**src/rtl/pool_pkg.sv**
```systemverilog
// Shared constants and FSM state type for the max-pool window fetch path.
package pool_pkg;

    localparam int PIX_W      = 8;
    localparam int WIN_DIM    = 4;
    localparam int WIN_STRIDE = 2;
    localparam int WIN_BITS   = 128;
    localparam int OUT_BITS   = 32;

    typedef enum logic [2:0] {
        IDLE,
        FETCH,
        CAPTURE,
        PRESENT,
        DONE
    } state_e;

endpackage

```
**src/rtl/pool_addr_gen.sv**
```systemverilog
// Window origin / element counters and BRAM address generation for the
// 4x4 stride-2 window walk.
module pool_addr_gen
    import pool_pkg::*;
#(
    parameter int IMG_W  = 8,
    parameter int IMG_H  = 8,
    parameter int ADDR_W = 6
) (
    input  logic              clk,
    input  logic              rst_n,
    input  logic              clear_i,
    input  logic              issue_i,
    input  logic              advance_i,
    output logic [3:0]        elem_o,
    output logic [7:0]        row_o,
    output logic [7:0]        col_o,
    output logic [ADDR_W-1:0] addr_o,
    output logic              last_elem_o,
    output logic              last_win_o
);

    localparam int AW1 = ADDR_W + 1;

    logic [7:0]     row_q, row_d;
    logic [7:0]     col_q, col_d;
    logic [3:0]     elem_q, elem_d;
    logic           col_wrap, row_last;
    logic [AW1-1:0] row_ext, addr_full;

    assign col_wrap    = (int'(col_q) + WIN_STRIDE) > (IMG_W - WIN_DIM);
    assign row_last    = (int'(row_q) + WIN_STRIDE) > (IMG_H - WIN_DIM);
    assign last_win_o  = col_wrap && row_last;
    assign last_elem_o = (elem_q == 4'd15);

    assign row_ext   = AW1'(row_q) + AW1'(elem_q[3:2]);
    assign addr_full = row_ext * AW1'(IMG_W) + AW1'(col_q) + AW1'(elem_q[1:0]);
    assign addr_o    = ADDR_W'(addr_full);

    always_comb begin
        row_d  = row_q;
        col_d  = col_q;
        elem_d = elem_q;
        if (clear_i) begin
            row_d  = '0;
            col_d  = '0;
            elem_d = '0;
        end else begin
            if (issue_i) begin
                elem_d = elem_q + 4'd1;
            end
            if (advance_i) begin
                // Final window wraps the origin back to (0,0) for the next frame.
                if (last_win_o) begin
                    row_d = '0;
                    col_d = '0;
                end else if (col_wrap) begin
                    col_d = '0;
                    row_d = row_q + 8'(WIN_STRIDE);
                end else begin
                    col_d = col_q + 8'(WIN_STRIDE);
                end
            end
        end
    end

    always_ff @(posedge clk or negedge rst_n) begin
        if (!rst_n) begin
            row_q  <= '0;
            col_q  <= '0;
            elem_q <= '0;
        end else begin
            row_q  <= row_d;
            col_q  <= col_d;
            elem_q <= elem_d;
        end
    end

    assign elem_o = elem_q;
    assign row_o  = row_q;
    assign col_o  = col_q;

endmodule

```
**src/rtl/pool_window_fetch.sv**
```systemverilog
// Fetches 4x4 stride-2 pixel windows from a 1-cycle-latency BRAM and presents
// them on a valid/ready port. Define STALL_CNT_EN to add the stall_cnt output.
module pool_window_fetch
    import pool_pkg::*;
#(
    parameter int IMG_W  = 8,
    parameter int IMG_H  = 8,
    parameter int ADDR_W = 6,
    parameter int DATA_W = 8
) (
    input  logic                clk,
    input  logic                rst_n,
    input  logic                start,
    output logic                busy,
    output logic                done,
    output logic                bram_en,
    output logic [ADDR_W-1:0]   bram_addr,
    input  logic [DATA_W-1:0]   bram_dout,
    output logic [WIN_BITS-1:0] win_data,
    output logic                win_valid,
    input  logic                win_ready,
    output logic [7:0]          win_row,
`ifdef STALL_CNT_EN
    output logic [15:0]         stall_cnt,
`endif
    output logic [7:0]          win_col
);

    state_e                state_q, state_d;
    logic                  clear, issue, advance, last_elem, last_win;
    logic [3:0]            elem;
    logic [ADDR_W-1:0]     addr;
    logic [7:0]            row, col;
    logic                  cap_en_q;
    logic [3:0]            cap_idx_q;
    logic [WIN_BITS-1:0]   win_data_q, win_data_d;

    pool_addr_gen #(
        .IMG_W  (IMG_W),
        .IMG_H  (IMG_H),
        .ADDR_W (ADDR_W)
    ) u_addr_gen (
        .clk         (clk),
        .rst_n       (rst_n),
        .clear_i     (clear),
        .issue_i     (issue),
        .advance_i   (advance),
        .elem_o      (elem),
        .row_o       (row),
        .col_o       (col),
        .addr_o      (addr),
        .last_elem_o (last_elem),
        .last_win_o  (last_win)
    );

    always_comb begin
        state_d = state_q;
        clear   = 1'b0;
        issue   = 1'b0;
        advance = 1'b0;
        case (state_q)
            IDLE: begin
                if (start) begin
                    clear   = 1'b1;
                    state_d = FETCH;
                end
            end
            FETCH: begin
                issue = 1'b1;
                if (last_elem) state_d = CAPTURE;
            end
            CAPTURE: state_d = PRESENT;
            PRESENT: begin
                if (win_ready) begin
                    advance = 1'b1;
                    state_d = last_win ? DONE : FETCH;
                end
            end
            DONE:    state_d = IDLE;
            default: state_d = IDLE;
        endcase
    end

    // Read data lands one edge after the address, so the slot index is delayed too.
    always_comb begin
        win_data_d = win_data_q;
        if (cap_en_q) begin
            win_data_d[int'(cap_idx_q)*PIX_W +: PIX_W] = PIX_W'(bram_dout);
        end
    end

    always_ff @(posedge clk or negedge rst_n) begin
        if (!rst_n) begin
            state_q    <= IDLE;
            cap_en_q   <= 1'b0;
            cap_idx_q  <= '0;
            win_data_q <= '0;
        end else begin
            state_q    <= state_d;
            cap_en_q   <= issue;
            cap_idx_q  <= elem;
            win_data_q <= win_data_d;
        end
    end

`ifdef STALL_CNT_EN
    logic [15:0] stall_q, stall_d;

    always_comb begin
        stall_d = stall_q;
        if (clear) begin
            stall_d = '0;
        end else if (state_q == PRESENT && !win_ready && stall_q != '1) begin
            stall_d = stall_q + 16'd1;
        end
    end

    always_ff @(posedge clk or negedge rst_n) begin
        if (!rst_n) stall_q <= '0;
        else        stall_q <= stall_d;
    end

    assign stall_cnt = stall_q;
`endif

    assign busy      = (state_q == FETCH) || (state_q == CAPTURE) || (state_q == PRESENT);
    assign done      = (state_q == DONE);
    assign bram_en   = issue;
    assign bram_addr = issue ? addr : '0;
    assign win_valid = (state_q == PRESENT);
    assign win_data  = win_data_q;
    assign win_row   = row;
    assign win_col   = col;

endmodule
```
**config.mk**
```make
export PLATFORM = sky130hd
export DESIGN_NAME = pool_window_fetch
export DESIGN_NICKNAME = d
export VERILOG_FILES = /design/src/rtl/pool_pkg.sv /design/src/rtl/pool_addr_gen.sv /design/src/rtl/pool_window_fetch.sv
export SDC_FILE = /design/constraint.sdc
export NUM_CORES = 1
export LEC_CHECK = 0
export CAP_MARGIN = 40
export CORE_ASPECT_RATIO = 0.7
export CORE_MARGIN = 4
export CORE_UTILIZATION = 50
export CTS_BUF_LIST = sky130_fd_sc_hd__clkbuf_16
export DETAILED_ROUTE_END_ITERATION = 10
export PLACE_DENSITY = 0.89
export SYNTH_ARGS = -nofsm -noshare
export SYNTH_HDL_FRONTEND = slang
export SYNTH_SLANG_ARGS = --single-unit
```
**constraint.sdc**
```tcl
create_clock -name clk -period 3.6 [get_ports clk]
set_clock_uncertainty 0.2 [all_clocks]
set_input_delay 0.72 -clock clk [delete_from_list [all_inputs] [get_ports clk]]
set_output_delay 0.72 -clock clk [all_outputs]
set_load 0.05 [all_outputs]
```
# After elaboration in Yosys (flattened, before gate mapping)
# Index checks and enable logic that the tools add are counted.
# totals
register_bits,156
elab_cells,59
out_inout_bits,154
in_bits,12
# classes
addsub,9
n_shift,2
n_reduce_logical,9
n_mux,22
n_lt_le_gt_ge,2
eq_ne,8
# op_table
op,count
bitwise mux 128 bit,1
"variable shift 8 x 33 -> 128 bit, first input constant",1
variable part select 8 x 33 -> 128 bit,1
"greater-than comparator 32 x 4 -> 1 bit, second input constant",2
two-way mux 8 bit,8
negation 7 -> 33 bit,1
"adder 8 x 2 -> 9 bit, second input constant",2
"adder 8 x 2 -> 8 bit, second input constant",2
two-way mux 3 bit,4
one-hot mux 3 bit (4 select lines),1
two-way mux 4 bit,2
adder 6 x 2 -> 6 bit,1
adder 6 bit,1
"== test 3 x 2 -> 1 bit, second input constant",2
two-way mux 6 bit,1
two-way mux 1 bit,5
"adder 4 x 1 -> 4 bit, second input constant",1
"== test 4 bit, second input constant",1
"inequality test 2 bit, second input constant",2
nonzero test 2 bit,2
adder 3 x 2 -> 3 bit,1
"== test 3 x 1 -> 1 bit, second input constant",1
"== test 3 bit, second input constant",1
zero test 3 bit,1
6 further kinds,7

# Logic depth before layout (Yosys ltp)
# Gate-level depths: netlist of the first run.
# depth
depth_word,6
ltp_mapped,8
depth_no_buf,7

# Modules after synthesis
# From an unflattened synthesis of the first run, not the netlist that was laid out.
# unflattened
cells_unflattened,556
hier_area_um2,6678.9
# modules_own_cells
module,seq_area_each_um2,cells_per_inst,area_each_um2,n_inst
pool_window_fetch,3403.3,447,5539.1,1
pool_addr_gen,450.4,109,1139.8,1

# Worst setup path after synthesis of the first run
# OpenSTA, ideal clock, no wires.
# synth_path
path_type,reg-to-output
startpoint,register u_addr_gen.row_q[1] (netlist: u_addr_gen.row_o[1])
endpoint,output bram_addr[5]
t_arrival_ps,2263
t_required_ps,2680
n_path_buf,0
setup_slack_ps,417
path_stages_with_launch,7
cell_sequence,dfrtp_1 ha_1 ha_1 nor2b_1 nor2_1 xnor2_1 nor2_1
# synth_between
elab_chain_cells,4
# synth_rtl
item,line_no,source
"start, declared",pool_addr_gen.sv:25,"logic [7:0] row_q, row_d;"
"start signal, assigned",pool_addr_gen.sv:73,row_q <= row_d;
adder 3 x 2 -> 3 bit,pool_addr_gen.sv:36,assign row_ext = AW1'(row_q) + AW1'(elem_q[3:2]);
adder 6 bit,pool_addr_gen.sv:37,assign addr_full = row_ext * AW1'(IMG_W) + AW1'(col_q) + AW1'(elem_q[1:0]);
adder 6 x 2 -> 6 bit,pool_addr_gen.sv:37,
two-way mux 6 bit,pool_window_fetch.sv:129,assign bram_addr = issue ? addr : '0;
"end, declared",pool_window_fetch.sv:17,"output logic [ADDR_W-1:0] bram_addr,"
# No other way between the ends.

# Worst setup path in the final report of the first run
# layout_path
startpoint,register u_addr_gen.row_q[1] (netlist: u_addr_gen.row_o[1])
endpoint,output bram_addr[4]
# Same word-level chain as after synthesis.

==> results.toml, run 1 <==
[critical_path]
crit_slowest_cell = "clkdlybuf4s50_1"
path_common_cell = "ha_1"
worstSetupStartpointType = "flop"
cp.required_ns = 2.68
slowest_delay_ns = 0.82
crit_fanout = 7
crit_buf_inv = 1
cp_top_family = "buffers and inverters"
end_kind = "output port"
arrival_ns = 2.58
worst-setup-path-type = "flop to output port"
worstPathCellList = "ha_1 -> ha_1 -> xor2_1 -> nor2_1 -> clkdlybuf4s50_1"

[floorplan]
die-area_sq_mm = 0.0143
ios = 166
die_x_microns = 141
die_y_microns = 101
initial_core_util = 0.521
core_area_sq_mm = 0.0119
rows = 33

[sta]
hold_viol_final = 0
finalMaxSlewViolations = 0
max_freq_mhz = 286
period_minus_slack_ns = 3.50
setup_slack_ns = 0.103
worstMarginPinSlew_ns = 0.583
rsz0062_at_grt = "false"
period_share = 0.971
setup_viol = 0
setup_tns_ns = 0
max_slew_margin = 0.610

[synthesis]
synth_ff_type = "dfrtp_1"
syn_avg_cell_area_sq_um = 10.8
synth-simple-area-share = 0.159
synth-async-reset-ratio = 1.00
synth_xor_area_frac = 0.0141
synth_area_leaders = "dfrtp_1 (62%), nand2_1 (8.6%), o21ai_0 (8.1%)"
synth_seq_area_share = 0.620
synth_area_leader_cell = "dfrtp_1"
synth_compound_area_frac = 0.106
synthAdderAreaFrac = 0.0242
syn_area_sq_mm = 0.00621
synth_top_family_by_area = "simple AND/OR/NAND/NOR gates"
yosysTopAreaCellShare = 0.620
yosysWarnings = 0
syn-instance-count = 577
ys_types = 46
ys_seq_elements = 154
synthMuxAreaShare = 0.0580
synth_edf_count = 0

[clocking]
clkSinkCount = 154
htree_levels = 4
cts_made_buffers = 17
cts_setup_buffers = 0
clockBufferDepth = 2
cts-root-buf = "clkbuf_16"
worstSkewPairLatency_ns = 0.40
clk_pin_slew_ns = 0.06
hold_buffers = 0
cts_tree = "yes"

[final_layout]
fin_area_sq_mm = 0.00861
area_growth_pct = 38.5
final_cell_mix = "clkdlybuf4s50_1 (160), dfrtp_1 (154), nand2_1 (143)"
multiInputGateArea_sq_mm = 0.00225
drive_gt1_frac = 0.102
layout_commonest_cell = "clkdlybuf4s50_1"
fin_util = 0.721
num-fill-cells = 832
fin_nets = 767
antennaDiodeCount = 0
seqCellArea_sq_mm = 0.00385

[global_route]
grt_pass1_wl_microns = 26600
antenna_found_initial = 0
grt_max_degree = 75
grt-ovfl-total = 0
grt_pass1_vias = 4974
grt_use_total = 0.239

[route]
vias = 4966
ant_nets = 0
drt-wirelength-per-cell_microns = 18.3
viasPerCell = 5.44
post-route-drc-count = 0
wl_microns = 16700
drt-initial-drc-count = 299
drtPass1Iterations = 5

[min_path]
min_path_type = "primary input to async pin"

[placement]
port_buffers = 163
dpl_worst_slack_ns = 0.395
place_hpwl_microns = 12400
globalplace.congestion = 0.941
placed_area_sq_mm = 0.00799

[job]
maxCapViolCount = 0

[outcome]
status = "completed"
==> cell type report <==
cell class                      instances  area share
Sequential cell                       154       0.448
Clock inverter                         15      0.0218
Multi-Input combinational cell        397       0.261
Clock buffer                           17      0.0494
Timing Repair Buffer                  166       0.194
Tap cell                              157      0.0228
Inverter                                7     0.00305
==> metrics by stage <==
step,hold WS [ns],cells
global route,0.0594,913
finish,0.0386,913
CTS,0.0424,913
global placement,0.237,881
detailed placement,0.257,881
floorplan,0.210,578
==> cells by family after synthesis <==
kind of cell / after synthesis
mux: 32
xor+xnor: 10
flops: 154
simple gates: 220
buf+inv: 27
compound gates: 121
fa+ha+maj: 12
other cells: 1
==> worst paths after layout <==
check                           depth (start not counted)                               end                             start  slack [ns]
worst max-delay path                                    5                      bram_addr[4]   u_addr_gen.row_o[1]$_DFFE_PN0P_        0.10
worst min-delay path                                    1         win_data[100]$_DFFE_PN0P_                             rst_n        0.04
worst max register to register                          7          win_data[73]$_DFFE_PN0P_            cap_idx_q[0]$_DFF_PN0_        0.94
worst min register to register                          0            cap_idx_q[3]$_DFF_PN0_  u_addr_gen.elem_o[3]$_DFFE_PN0P_        0.27
max in group asynchronous                               2  u_addr_gen.elem_o[3]$_DFFE_PN0P_                             rst_n        2.37
min in group clk                                        0            cap_idx_q[3]$_DFF_PN0_  u_addr_gen.elem_o[3]$_DFFE_PN0P_        0.27
==> state kept, by name, indices dropped and copies added, names as in the netlist <==
signal / cells
cap_en_q: 1
cap_idx_q: 4
state_q: 3
u_addr_gen.col_o: 7
u_addr_gen.elem_o: 4
u_addr_gen.row_o: 7
win_data: 128
==> layer usage <==
layer / GRT usage / share of wire / vias to the layer above
met5: 0 / 0 / -
met4: 0.0655 / 0.011 / 0
met3: 0.0854 / 0.10 / 20
met2: 0.389 / 0.47 / 232
met1: 0.309 / 0.42 / 2440
li1: - / - / 2274
==> cell usage after synthesis, drive strengths merged (2+ instances only) <==
cell type and instances:
a21oi 11, and2 22, and3b 2, buf 5
clkbuf 15, dfrtp 154, ha 12, inv 7
mux2 32, nand2 144, nand2b 4, nand3 7
nor2 22, nor2b 2, nor3 7, nor3b 2
o21ai 100, o21bai 2, or3 2, xnor2 4
xor2 6
==> timing repair <==
action	CTS	global route
hold endpoints to repair	0	0
endpoints found under the setup margin	1	1
gates resized for setup	1	1
pin swaps	0	0
==> worst register-to-register path, delay by kind of cell (launching register included) <==
kind,cells,cell delay (ns)
simple gates,5,1.48
flops,1,0.47
fa+ha+maj,1,0.26
compound gates,1,0.11
Power of run 1 is left out: the tool's default activity adds up to more than one toggle a clock period on the data nets, which glitch-free logic cannot reach.
==> inputs of run 2 (changes only) <==
--- a/config.mk
+++ b/config.mk
@@ -11,7 +11,9 @@
 export CORE_UTILIZATION = 50
 export CTS_BUF_LIST = sky130_fd_sc_hd__clkbuf_16
 export DETAILED_ROUTE_END_ITERATION = 10
-export PLACE_DENSITY = 0.89
+export PLACE_DENSITY = 0.88
+export SLEW_MARGIN = 10
 export SYNTH_ARGS = -nofsm -noshare
 export SYNTH_HDL_FRONTEND = slang
+export SYNTH_HIERARCHICAL = 1
 export SYNTH_SLANG_ARGS = --single-unit
==> results.toml, run 2 <==
[floorplan]
die_x_microns = 146
core_area_sq_mm = 0.0131
ios = 166
rows = 35
die-area_sq_mm = 0.0153
die_y_microns = 105
initial_core_util = 0.508

[clocking]
cts_setup_buffers = 0
clkSinkCount = 154
clk_pin_slew_ns = 0.07
htree_levels = 4
cts_tree = "yes"
cts_made_buffers = 17
clockBufferDepth = 2
worstSkewPairLatency_ns = 0.42
cts-root-buf = "clkbuf_16"

[synthesis]
yosysWarnings = 6
synth_seq_area_share = 0.577
syn_avg_cell_area_sq_um = 12.0
synth-async-reset-ratio = 1.00
synth.most_common_cell = "dfrtp_1"
yosysTopAreaCellShare = 0.577
ys_seq_elements = 154
synth_area_leader_cell = "dfrtp_1"
syn-instance-count = 556
synth_compound_area_frac = 0.0706
synth_ff_type = "dfrtp_1"
synth_xor_area_frac = 0.0184
ys_types = 56
synth_area_leaders = "dfrtp_1 (58%), mux2_2 (13%), nand2_1 (4.6%)"
syn_area_sq_mm = 0.00668
synth_edf_count = 0
synthMuxAreaShare = 0.139
synth_common_cells = "dfrtp_1 (154), nand2_1 (81), mux2_2 (77)"
synth-simple-area-share = 0.152
synthAdderAreaFrac = 0.0169
synth_top_family_by_area = "simple AND/OR/NAND/NOR gates"

[critical_path]
end_kind = "output port"
crit_fanout = 7
worst-setup-path-type = "flop to output port"
cp.required_ns = 2.68
worstSetupStartpointType = "flop"
r2r-start = "cap_idx_q[0]$_DFF_PN0_"
regToRegSetupSlack_ns = 0.61
timing.rr.end = "win_data[98]$_DFFE_PN0P_"
r2r_cells = 5
arrival_ns = 2.57
crit_start = "u_addr_gen/row_o[1]$_DFFE_PN0P_"

[min_path]
hold_end = "cap_idx_q[1]$_DFF_PN0_"
worstHoldStart = "u_addr_gen/elem_o[1]$_DFFE_PN0P_"
min_path_type = "flop to flop"
worstHoldPathCells = 0

[global_route]
grt_pass1_wl_microns = 28900
antenna_found_initial = 0
grt_max_degree = 85
grt_pass1_vias = 5246
grt_use_total = 0.241
grt-ovfl-total = 0

[route]
drt-wirelength-per-cell_microns = 19.9
drt-initial-drc-count = 329
post-route-drc-count = 0
vias = 4973
ant_nets = 0
wl_microns = 17800
drtPass1Iterations = 4
viasPerCell = 5.54

[sta]
worstMarginPinSlew_ns = 0.842
setup_tns_ns = 0
max_freq_mhz = 287
hold_viol_final = 0
finalMaxSlewViolations = 0
period_share = 0.969
max_slew_margin = 0.434
period_minus_slack_ns = 3.49
setup_slack_ns = 0.111
setup_viol = 0
rsz0062_at_grt = "false"

[outcome]
status = "completed"

[placement]
place_hpwl_microns = 12400
placedCellCount = 865
port_buffers = 163
globalplace.congestion = 0.896
dpl_worst_slack_ns = 0.358

[final_layout]
largest_register_ffs = 128
layout_commonest_cell = "clkdlybuf4s50_1"
fin_nets = 740
final_cell_mix = "clkdlybuf4s50_1 (161), dfrtp_1 (154), nand2_1 (81)"
antennaDiodeCount = 0
drive_gt1_frac = 0.195
area_growth_pct = 35.5
layout.cells.non_filler = 898

[job]
maxCapViolCount = 0
-- run 2: changes by cell type after synthesis, sizes merged, moves of 5 or more --
cell / change
nor2b: +18
mux2: +47
xnor2: +6
buf: +8
nand2: -63
a21oi: -5
nor3b: +7
o21ai: -50
nor2: -7
and2: -9
-- run 2: worst max-delay path by stage --
stage / end / slack [ns]
after floorplan: bram_addr[0] / 0.60
after global routing: bram_addr[4] / 0.0008
final: bram_addr[4] / 0.11
after CTS: bram_addr[4] / 0.09
after detailed placement: bram_addr[5] / 0.36
after global placement: bram_addr[5] / 0.38
-- run 2: cell families after synthesis --
family	count (synthesis)
buf+inv	38
compound gates	76
other cells	1
mux	83
simple gates	181
flops	154
xor+xnor	14
fa+ha+maj	9
-- run 2: stage by stage --
step                      hold slack, ns  instance area [sq um]  utilization
final                              0.276                   9050        0.689
after CTS                          0.272                   9050        0.689
after floorplan                    0.210                   6690            -
after detailed placement           0.250                   8500        0.647
after global placement             0.233                   8450        0.643
after global routing               0.292                   9050        0.689
-- run 2: final cells by class --
type,instances,area [sq um]
Fill cell,916,4090
Sequential cell,154,3850
Inverter,7,26.3
Timing Repair Buffer,174,1750
Clock inverter,15,118
Clock buffer,17,425
Multi-Input combinational cell,365,2670
Tap cell,166,208
-- run 2: per-layer routing --
| metal | routed length (microns) | track usage |
|---|---|---|
| met1 | 7900 | 0.335 |
| met2 | 8050 | 0.354 |
| met3 | 1470 | 0.0802 |
| met4 | 415 | 0.0899 |
| met5 | 0 | 0 |
-- run 2: what timing repair did --
| item | 4_1_cts | 5_1_grt |
|---|---|---|
| hold buffers | 1 | 0 |
| endpoints found under the setup margin | 1 | 0 |
| endpoints found under the hold margin | 28 | 0 |
| gates resized for setup | 1 | 0 |
-- run 2: worst max-delay path, stage by stage (launching register included) --
cell	delay [ns]
dfrtp_1	0.45
ha_1	0.31
ha_1	0.31
xnor2_1	0.15
and2_1	0.14
clkdlybuf4s50_1	0.80
Power of run 2 is left out for the same reason.
